`src/rtl/heading_pid.sv`:
```
// heading_pid: heading-hold PID that turns yaw error into differential left/right motor speeds.
// Define HEADING_PID_DTERM_EN to build the derivative path (error history queue + D term).
module heading_pid (
    input  logic               clk,
    input  logic               rst,
    input  logic               moving,
    input  logic signed [11:0] dsrd_hdg,
    input  logic signed [11:0] actl_hdg,
    input  logic               hdg_vld,
    input  logic [9:0]         frwrd,
    output logic signed [10:0] lft_spd,
    output logic signed [10:0] rght_spd,
    output logic               out_vld
);
    localparam logic [1:0] S_IDLE  = 2'd0;
    localparam logic [1:0] S_WAIT  = 2'd1;
    localparam logic [1:0] S_TERMS = 2'd2;
    localparam logic [1:0] S_SUM   = 2'd3;

    logic [1:0]         r_state;
    logic [1:0]         w_state_nxt;
    logic               w_clr;
    logic               w_ld_err;
    logic               w_ld_terms;
    logic               w_ld_out;

    logic signed [9:0]  r_err_p0;
    logic signed [15:0] r_integ;
    logic signed [13:0] r_p_p1;
    logic signed [9:0]  r_i_p1;
    logic signed [13:0] r_d_p1;
    logic signed [10:0] r_lft_p2;
    logic signed [10:0] r_rght_p2;
    logic               r_vld_p2;

    logic signed [11:0] w_err;
    logic signed [15:0] w_err_ext;
    logic signed [15:0] w_int_sum;
    logic signed [15:0] w_int_nxt;
    logic               w_int_ovf;
    logic signed [13:0] w_p;
    logic signed [13:0] w_d;
    logic signed [13:0] w_pid;
    logic signed [13:0] w_adj;
    logic signed [13:0] w_lsum;
    logic signed [13:0] w_rsum;

    function automatic logic signed [9:0] sat10(input logic signed [11:0] v);
        if (v > 12'sd511)
            return 10'sd511;
        else if (v < -12'sd512)
            return 10'sh200;
        else
            return v[9:0];
    endfunction

    function automatic logic signed [10:0] sat11(input logic signed [13:0] v);
        if (v > 14'sd1023)
            return 11'sd1023;
        else if (v < -14'sd1024)
            return 11'sh400;
        else
            return v[10:0];
    endfunction

    // Control FSM: dropping moving always wins and returns to IDLE on the next edge
    always_ff @(posedge clk or posedge rst) begin
        if (rst)
            r_state <= S_IDLE;
        else
            r_state <= w_state_nxt;
    end

    always_comb begin
        w_state_nxt = r_state;
        if (!moving) begin
            w_state_nxt = S_IDLE;
        end else begin
            case (r_state)
                S_IDLE:  w_state_nxt = S_WAIT;
                S_WAIT:  w_state_nxt = hdg_vld ? S_TERMS : S_WAIT;
                S_TERMS: w_state_nxt = S_SUM;
                S_SUM:   w_state_nxt = S_WAIT;
                default: w_state_nxt = S_IDLE;
            endcase
        end
    end

    always_comb begin
        w_clr      = !moving;
        w_ld_err   = moving && (r_state == S_WAIT) && hdg_vld;
        w_ld_terms = moving && (r_state == S_TERMS);
        w_ld_out   = moving && (r_state == S_SUM);
    end

    // Stage p0: wrapped heading error, saturated to 10 bits
    assign w_err = actl_hdg - dsrd_hdg;

    always_ff @(posedge clk or posedge rst) begin
        if (rst)
            r_err_p0 <= '0;
        else if (w_ld_err)
            r_err_p0 <= sat10(w_err);
    end

    // Stage p1: P, I (overflow-holding integrator) and D terms
    assign w_err_ext = {{6{r_err_p0[9]}}, r_err_p0};
    assign w_int_sum = r_integ + w_err_ext;
    assign w_int_ovf = (r_integ[15] == w_err_ext[15]) && (w_int_sum[15] != r_integ[15]);
    assign w_int_nxt = w_int_ovf ? r_integ : w_int_sum;
    assign w_p       = $signed({{4{r_err_p0[9]}}, r_err_p0}) * 14'sd5;

`ifdef HEADING_PID_DTERM_EN
    logic signed [9:0]  r_dq0_p1;
    logic signed [9:0]  r_dq1_p1;
    logic signed [10:0] w_ddiff;
    logic signed [6:0]  w_dsat;

    function automatic logic signed [6:0] sat7(input logic signed [10:0] v);
        if (v > 11'sd63)
            return 7'sd63;
        else if (v < -11'sd64)
            return 7'sh40;
        else
            return v[6:0];
    endfunction

    assign w_ddiff = {r_err_p0[9], r_err_p0} - {r_dq1_p1[9], r_dq1_p1};
    assign w_dsat  = sat7(w_ddiff);
    assign w_d     = $signed({{7{w_dsat[6]}}, w_dsat}) * 14'sd6;

    // History survives IDLE; only reset clears it
    always_ff @(posedge clk or posedge rst) begin
        if (rst) begin
            r_dq0_p1 <= '0;
            r_dq1_p1 <= '0;
        end else if (w_ld_terms) begin
            r_dq0_p1 <= r_err_p0;
            r_dq1_p1 <= r_dq0_p1;
        end
    end
`else
    assign w_d = '0;
`endif

    always_ff @(posedge clk or posedge rst) begin
        if (rst)
            r_integ <= '0;
        else if (w_clr)
            r_integ <= '0;
        else if (w_ld_terms)
            r_integ <= w_int_nxt;
    end

    always_ff @(posedge clk or posedge rst) begin
        if (rst) begin
            r_p_p1 <= '0;
            r_i_p1 <= '0;
            r_d_p1 <= '0;
        end else if (w_ld_terms) begin
            r_p_p1 <= w_p;
            r_i_p1 <= w_int_nxt[15:6];
            r_d_p1 <= w_d;
        end
    end

    // Stage p2: PID sum, differential steering, output saturation
    assign w_pid  = r_p_p1 + $signed({{4{r_i_p1[9]}}, r_i_p1}) + r_d_p1;
    assign w_adj  = w_pid >>> 3;
    assign w_lsum = $signed({4'b0000, frwrd}) + w_adj;
    assign w_rsum = $signed({4'b0000, frwrd}) - w_adj;

    always_ff @(posedge clk or posedge rst) begin
        if (rst) begin
            r_lft_p2  <= '0;
            r_rght_p2 <= '0;
            r_vld_p2  <= 1'b0;
        end else if (w_clr) begin
            r_lft_p2  <= '0;
            r_rght_p2 <= '0;
            r_vld_p2  <= 1'b0;
        end else begin
            r_vld_p2 <= w_ld_out;
            if (w_ld_out) begin
                r_lft_p2  <= sat11(w_lsum);
                r_rght_p2 <= sat11(w_rsum);
            end
        end
    end

    assign lft_spd  = r_lft_p2;
    assign rght_spd = r_rght_p2;
    assign out_vld  = r_vld_p2;

endmodule

```
`config.mk`:
```
export PLATFORM = sky130hd
export DESIGN_NAME = heading_pid
export DESIGN_NICKNAME = d
export VERILOG_FILES = /design/src/rtl/heading_pid.sv
export SDC_FILE = /design/constraint.sdc
export NUM_CORES = 1
export LEC_CHECK = 0
export ABC_AREA = 1
export CELL_PAD_IN_SITES_DETAIL_PLACEMENT = 0
export CELL_PAD_IN_SITES_GLOBAL_PLACEMENT = 1
export CORE_UTILIZATION = 43
export CTS_CLUSTER_SIZE = 20
export DETAILED_ROUTE_END_ITERATION = 10
export PLACE_DENSITY_LB_ADDON = 0.2
export SYNTH_ARGS = -nofsm -noshare
export SYNTH_HDL_FRONTEND = slang
export SYNTH_SLANG_ARGS = --single-unit
```
`constraint.sdc`:
```
create_clock -name clk -period 3.9 [get_ports clk]
set_input_delay 0.585 -clock clk [delete_from_list [all_inputs] [get_ports clk]]
set_output_delay 0.585 -clock clk [all_outputs]
set_load 0.005 [all_outputs]
```
# After elaboration in Yosys (flattened, before gate mapping)

Index checks and enable logic that the tools add are counted.

Register bits after elaboration: 75
Input port bits: 38
Output and inout port bits: 23
Logic and storage cells: 54

Add/sub/neg operators: 5
$mul: 1
Order comparisons: 6
Equal/unequal tests: 8
Multiplexer cells: 17
Reduce and logical (&&, ||, !) cells: 8

Operators by type and width:

| kind                  | count |
|---|---|
| $mux 11               | 8 |
| $mux 16               | 3 |
| $gt 12x11->1 const B  | 2 |
| $lt 12x11->1 const B  | 2 |
| $mux 10               | 2 |
| $add 16x10->16        | 1 |
| $add 14x10->14        | 1 |
| $mul 10x4->14 const B | 1 |
| $add 11x11->12        | 1 |
| $gt 12x10->1 const B  | 1 |
| $lt 12x10->1 const B  | 1 |
| $sub 11x11->12        | 1 |
| $sub 12x12->12        | 1 |
| $pmux 2 s3            | 1 |
| $logic_and 1x1->1     | 5 |
| $eq 2x2->1 const B    | 2 |
| $mux 2                | 2 |
| $ne 2x1->1 const B    | 2 |
| $eq 2x1->1 const B    | 1 |
| $logic_not 2->1       | 1 |
| $ne 2x2->1 const B    | 1 |
| $reduce_and 2->1      | 1 |
| $reduce_or 2->1       | 1 |
| $eq 1x1->1            | 1 |
| 2 further kinds       | 2 |

# Logic depth before layout (Yosys ltp)

Word-level depth: 7
Depth in mapped cells: 27
Mapped depth without buffers: 27

# Worst setup path before layout

OpenSTA, ideal clock, no wires.

Kind: register -> register
From: register r_p_p1[3]
To: register r_rght_p2[2], in the netlist rght_spd[2]
Setup time: 117 ps
Arrival: 2956 ps
Data required time: 3783 ps
Setup slack: 827 ps
Stages on the path, launching flop included: 28
Buffers on the path: 0
Clock period less this slack: 3073 ps
Cell sequence: dfrtp_1 > ha_1 > nand2_1 > nor2_1 > nand2_1 > nand3_1 > inv_1 > nor2_1 > nor2_1 > o21ai_1 > nand2_1 > nand2_1 > nand2_1 > nand2_1 > inv_1 > ha_1 > nor2_1 > inv_1 > nor3_1 > nand4_1 > nand3_1 > inv_1 > nand2_1 > nand2_1 > nand2_2 > nand2_1 > nand2_1 > nand2_1

Word-level cells in the longest chain between the ends: 7
Elaborated cells on any way between the ends: 8
Classes of those cells: add/sub (2); order compare (2); mux (4)

Ends and longest elaborated chain:

| what                   | line | source |
|---|---|---|
| from (decl)            | 29   | `logic signed [13:0] r_p_p1;` |
| from (signal assigned) | 161  | `r_p_p1 <= w_p;` |
| $add 14x10->14 *       | 168  | `assign w_pid = r_p_p1 + $signed({{4{r_i_p1[9]}}, r_i_p1}) + r_d_p1;` |
| $sub 11x11->12 *       | 171  | `assign w_rsum = $signed({4'b0000, frwrd}) - w_adj;` |
| $lt 12x11->1           | 60   | `else if (v < -14'sd1024)` |
| $mux 11                | 60   |  |
| $mux 11 *              | 58   | `if (v > 14'sd1023)` |
| $mux 11 *              | 184  | `if (w_ld_out) begin` |
| $mux 11 *              | 178  | `end else if (w_clr) begin` |
| to (signal assigned)   | 186  | `r_rght_p2 <= sat11(w_rsum);` |
| to (decl)              | 33   | `logic signed [10:0] r_rght_p2;` |

Mark *: on every way between the ends. The rest lies on a longest branch, timed or not. The select of a mux whose other input is x is not followed.
A chain may end at the register's enable or synchronous reset.

# Worst setup path after layout

From: register r_i_p1[3]
To: register r_rght_p2[2], in the netlist rght_spd[2]

Word-level cells in the longest chain between the ends: 7
Elaborated cells on any way between the ends: 8
Classes of those cells: add/sub (2); order compare (2); mux (4)

Ends and longest elaborated chain:

| what                   | line | source |
|---|---|---|
| from (decl)            | 30   | `logic signed [9:0] r_i_p1;` |
| from (signal assigned) | 162  | `r_i_p1 <= w_int_nxt[15:6];` |
| $add 14x10->14 *       | 168  |  |
| $sub 11x11->12 *       | 171  |  |
| $lt 12x11->1           | 60   |  |
| $mux 11                | 60   |  |
| $mux 11 *              | 58   |  |
| $mux 11 *              | 184  |  |
| $mux 11 *              | 178  |  |

Marks and branches as above.

==> metrics.sh <==
RUN_STATUS='completed'
GRT_START_MAX_NET_PINS=76
INITIAL_UTILIZATION=0.4458
DP_HPWL_MM=13.94
WORST_SETUP_PATH_START_KIND='flip-flop'
FP.DIEH_UM=128.2
YOSYS-TOP-CELLS-AREA='sky130_fd_sc_hd__dfrtp_1, sky130_fd_sc_hd__nand2_1, sky130_fd_sc_hd__ha_1'
MAX_CAP_VIOLATIONS=0
TIGHTEST_SLEW_PS=948.1
GR-USAGE-ALL-LAYERS=0.2252
MEAN_INSTANCE_SIZE_IN_THE_SYNTHESIZED_NETLIST_UM2=7.007
CLOCK_TREE.BUFFER_DEPTH=2
YOSYSMOSTFREQUENTCELL='sky130_fd_sc_hd__nand2_1'
SYNTH.NET_COUNT=1102
SYNTHESIZED_FLOP_AND_LATCH_TOTAL=75
POST-SYNTH-TOP-AREA-FRACTION=0.2739
MIN-DELAY-PATH-CLASS='flip-flop to flip-flop'
CP_SLOWEST_STAGE_DELAY_PS=400
NUMBER_OF_NETS_IN_THE_FINISHED_DESIGN=1165
MIN_PERIOD_OVER_PERIOD=0.9075
POWER.IR.VDD_WORST_mV=0.3359
SYNTH-EDFF-COUNT=0
MULTIINPUTGATEAREA_UM2=4436
AVGVIACOUNTPERCELL=4.963
TIMING.FINAL.HOLD_VIOLATIONS=0
WORST_CLOCK_SKEW_PS=14.77
FINAL.SETUP.TNS_PS=0
DRIVE_GT1_FRAC=0.06119
CRITICAL_PATH_MAXIMUM_FANOUT=8
RSZ0062_AT_GRT='false'
CRITPATHKIND='flip-flop to flip-flop'
WORSTPATHCELLLIST='ha_1, nand2_1, nor2_1, nand2_1, nand3_1, inv_1, nor2_1, nor2_2, o21ai_2, nand2_1, nand2_1, nand2_1, nand2_1, inv_1, ha_2, o21ai_0, a21oi_1, nand3_1, a21oi_1, nand2_1, nand2_2, nand2_1, nand2_1, nand2_1'
SYNTH.MUX.AREA_FRACTION=0
WORST_SETUP_PATH_END_KIND='flip-flop'
POWER-PER-CELL-AREA_nW_PER_UM2=874.5
ARRIVAL_PS=3780
DRCVIOLATIONCOUNT=0
PLACE.PORT_BUFFERS=60
POSTROUTEWIRELENGTH_MM=17.14
POSTSYNTHCELLCOUNT=978
DETAILROUTE.VIA_COUNT=6239
CTS_TREE='yes'
CLK_PIN_SLEW_WORST_PATHS_PS=70
SYNTH.YOSYS.WARNINGS=0
FILL_CELLS=1594
PLACEMENT_ROWS=45
HTREE_NUM_LEVELS=3
NUMCLOCKSINKS=75
MAXCLOCKFREQUENCY_MHz=282.5
TIMING.CRITICAL_PATH.BUF_INV=2
FLOORPLAN.DIE.WIDTH_UM=128.2
CTS_BUFFERS=9
CTS_SETUP_BUFFERS=0
DR.FIRST_ITER.DRC_COUNT=274
CORE_AREA_UM2=15370
LAYOUTNONFILLERINSTCOUNT=1257
SYN-CELL-AREA_UM2=6853
DRT.ANTENNA.VIOLATING_NETS=0
SYNTHDISTINCTLIBCELLS=39
SLEW_VIOLATIONS=0
DR.PASS1.ITERS=7
ROOT_BUFFER='sky130_fd_sc_hd__clkbuf_16'
WORST_SLEW_MARGIN_REL=0.3679
CRIT_FAMILY='simple AND/OR/NAND/NOR gates'
LAYOUT-AREA-OVERHEAD-VS-SYNTH_PCT=16.58
SYNTHDOMINANTAREACELLTYPE='sky130_fd_sc_hd__dfrtp_1'
WORST-ENDPOINT-REQUIRED_PS=4140
VIA_COUNT_OF_THE_FIRST_GLOBAL_ROUTING_PASS=6100
SYNTH_TOP_FAMILY_BY_AREA='simple AND/OR/NAND/NOR gates'
INSERTEDDIODECOUNT=0
SYNTH-SIMPLE-AREA-SHARE=0.3283
CP_SLOWEST_CELL='sky130_fd_sc_hd__dfrtp_1'
SYNTH-ADDER-AREA-SHARE=0.1625
LEAKAGEPOWER_nW=4.261
TOTAL_DIE_AREA_UM2=16450
CLKLATENCYLATEPIN_PS=350
AREA.SEQUENTIAL_UM2=1877
DPL.CELL_COUNT=1241
TIMING.FINAL.SETUP_VIOLATIONS=0
IO-PIN-COUNT=61
SEQ_AREA_FRAC_SYNTH=0.2739
ANTENNA_FOUND_INITIAL=0
TIMING.FINAL.WS_SETUP_PS=360.7
POST_DRT_WL_PER_CELL_UM=13.64
GRT_OVERFLOW=0
SYNTH.TOP_CELLS.BY_COUNT='sky130_fd_sc_hd__nand2_1, sky130_fd_sc_hd__inv_1, sky130_fd_sc_hd__ha_1, sky130_fd_sc_hd__nand3_1, sky130_fd_sc_hd__dfrtp_1'
FINAL_PERIOD_MINUS_WORST_SETUP_SLACK_PS=3539
SYNTH_COMPOUND_GATE_AREA_SHARE=0.1008
PRECTSSETUPSLACK_PS=170.7
GLOBALPLACE.CONGESTION=0.8743
PROPORTION_OF_SYNTHESIZED_FLIP_FLOPS_HAVING_ASYNCHRONOUS_SET_OR_RESET=1.000
SYNTH-XOR-AREA-SHARE=0.05368
CP_COMMON_CELL='sky130_fd_sc_hd__nand2_1'
SYNTH_FLOP_CELL='sky130_fd_sc_hd__dfrtp_1'
FIRST_PASS_GRT_WIRE_LENGTH_MM=29.12
-- path summary, 6_finish.rpt --
check / from / end / slack [ps] / cells past startpoint
hold reg to reg: rght_spd[8] / rght_spd[8] / 480 / 2
setup / recovery: r_i_p1[3] / rght_spd[2] / 360 / 24
setup reg to reg: r_i_p1[3] / rght_spd[2] / 360 / 24
min in group asynchronous: rst / lft_spd[6] / 840 / 3
max in group asynchronous: rst / r_p_p1[3] / 2430 / 3
hold / removal: rght_spd[8] / rght_spd[8] / 480 / 2
-- layer usage --
| layer | global-route usage | up-vias | share of wire |
|---|---|---|---|
| li1 | - | 3287 | - |
| met1 | 0.2758 | 2825 | 0.45 |
| met2 | 0.4022 | 100 | 0.50 |
| met3 | 0.03088 | 27 | 0.024 |
| met4 | 0.07889 | 0 | 0.026 |
| met5 | 0 | - | 0 |
-- power breakdown --
part | leakage, nW | switching [mW] | total [mW] | internal (mW)
Clock | 0.141 | 0.372 | 0.820 | 0.448
Sequential | 0.982 | 0.186 | 1.17 | 0.980
Combinational | 3.14 | 3.15 | 5.00 | 1.85
Total | 4.26 | 3.71 | 6.99 | 3.27
-- placed cells by master (no fill, tap or decap), types with 9 or more instances in the layout --
master	count
sky130_fd_sc_hd__clkdlybuf4s50_1	60
sky130_fd_sc_hd__nand4_1	14
sky130_fd_sc_hd__nand3_1	81
sky130_fd_sc_hd__inv_1	127
sky130_fd_sc_hd__a21oi_1	48
sky130_fd_sc_hd__nand2_2	11
sky130_fd_sc_hd__nand2_1	317
sky130_fd_sc_hd__nand3b_1	12
sky130_fd_sc_hd__ha_1	80
sky130_fd_sc_hd__xnor2_1	16
sky130_fd_sc_hd__xor2_1	26
sky130_fd_sc_hd__nor2_1	53
sky130_fd_sc_hd__dfrtp_1	75
sky130_fd_sc_hd__or2_2	9
sky130_fd_sc_hd__clkbuf_16	9
sky130_fd_sc_hd__o21ai_0	37
-- worst min-delay path, cell delays in order, from the launching register on --
cell and delay (ps):
sky130_fd_sc_hd__dfrtp_1 340, sky130_fd_sc_hd__nand2_1 50, sky130_fd_sc_hd__nand2_1 50
-- final cells by class --
type / count / area share
clock inverter: 7 / 0.008144
inverter: 129 / 0.06061
tap: 211 / 0.03305
sequential: 75 / 0.2349
timing repair buffer: 65 / 0.07987
clock buffer: 9 / 0.02819
multi-input combinational: 761 / 0.5552
-- stage by stage --
step | cell area (um^2) | hold WS (ps) | util | power, mW
6_report | 7989 | 478.8 | 0.5197 | 6.986
2_1_floorplan | 6853 | 442.2 | - | 4.772
3_3_place_gp | 7685 | 456.5 | 0.5000 | 6.197
4_1_cts | 7975 | 483.6 | 0.5188 | 7.005
3_5_place_dp | 7685 | 459.3 | 0.5000 | 6.136
5_1_grt | 7989 | 496.1 | 0.5197 | 7.711
-- flip-flops by register name, summed over array words and instances, names as in the netlist --
register	flops
r_i_p1	10
rght_spd	11
r_integ	16
lft_spd	11
out_vld	1
r_p_p1	14
r_state	2
r_err_p0	10
-- repair_timing --
action,4_1_cts,5_1_grt
resized for setup,0,4
hold buffers,0,0
setup endpoints to repair,0,20
-- kinds of logic after synthesis --
logic type                 count (synthesis)
and+or+nand+nor                          513
buffers and inverters                    142
AOI/OAI and AO/OA                        120
adders and majority gates                 86
DFF                                       75
xor gates and xnor gates                  42
Power figures use the tool's default switching activity.
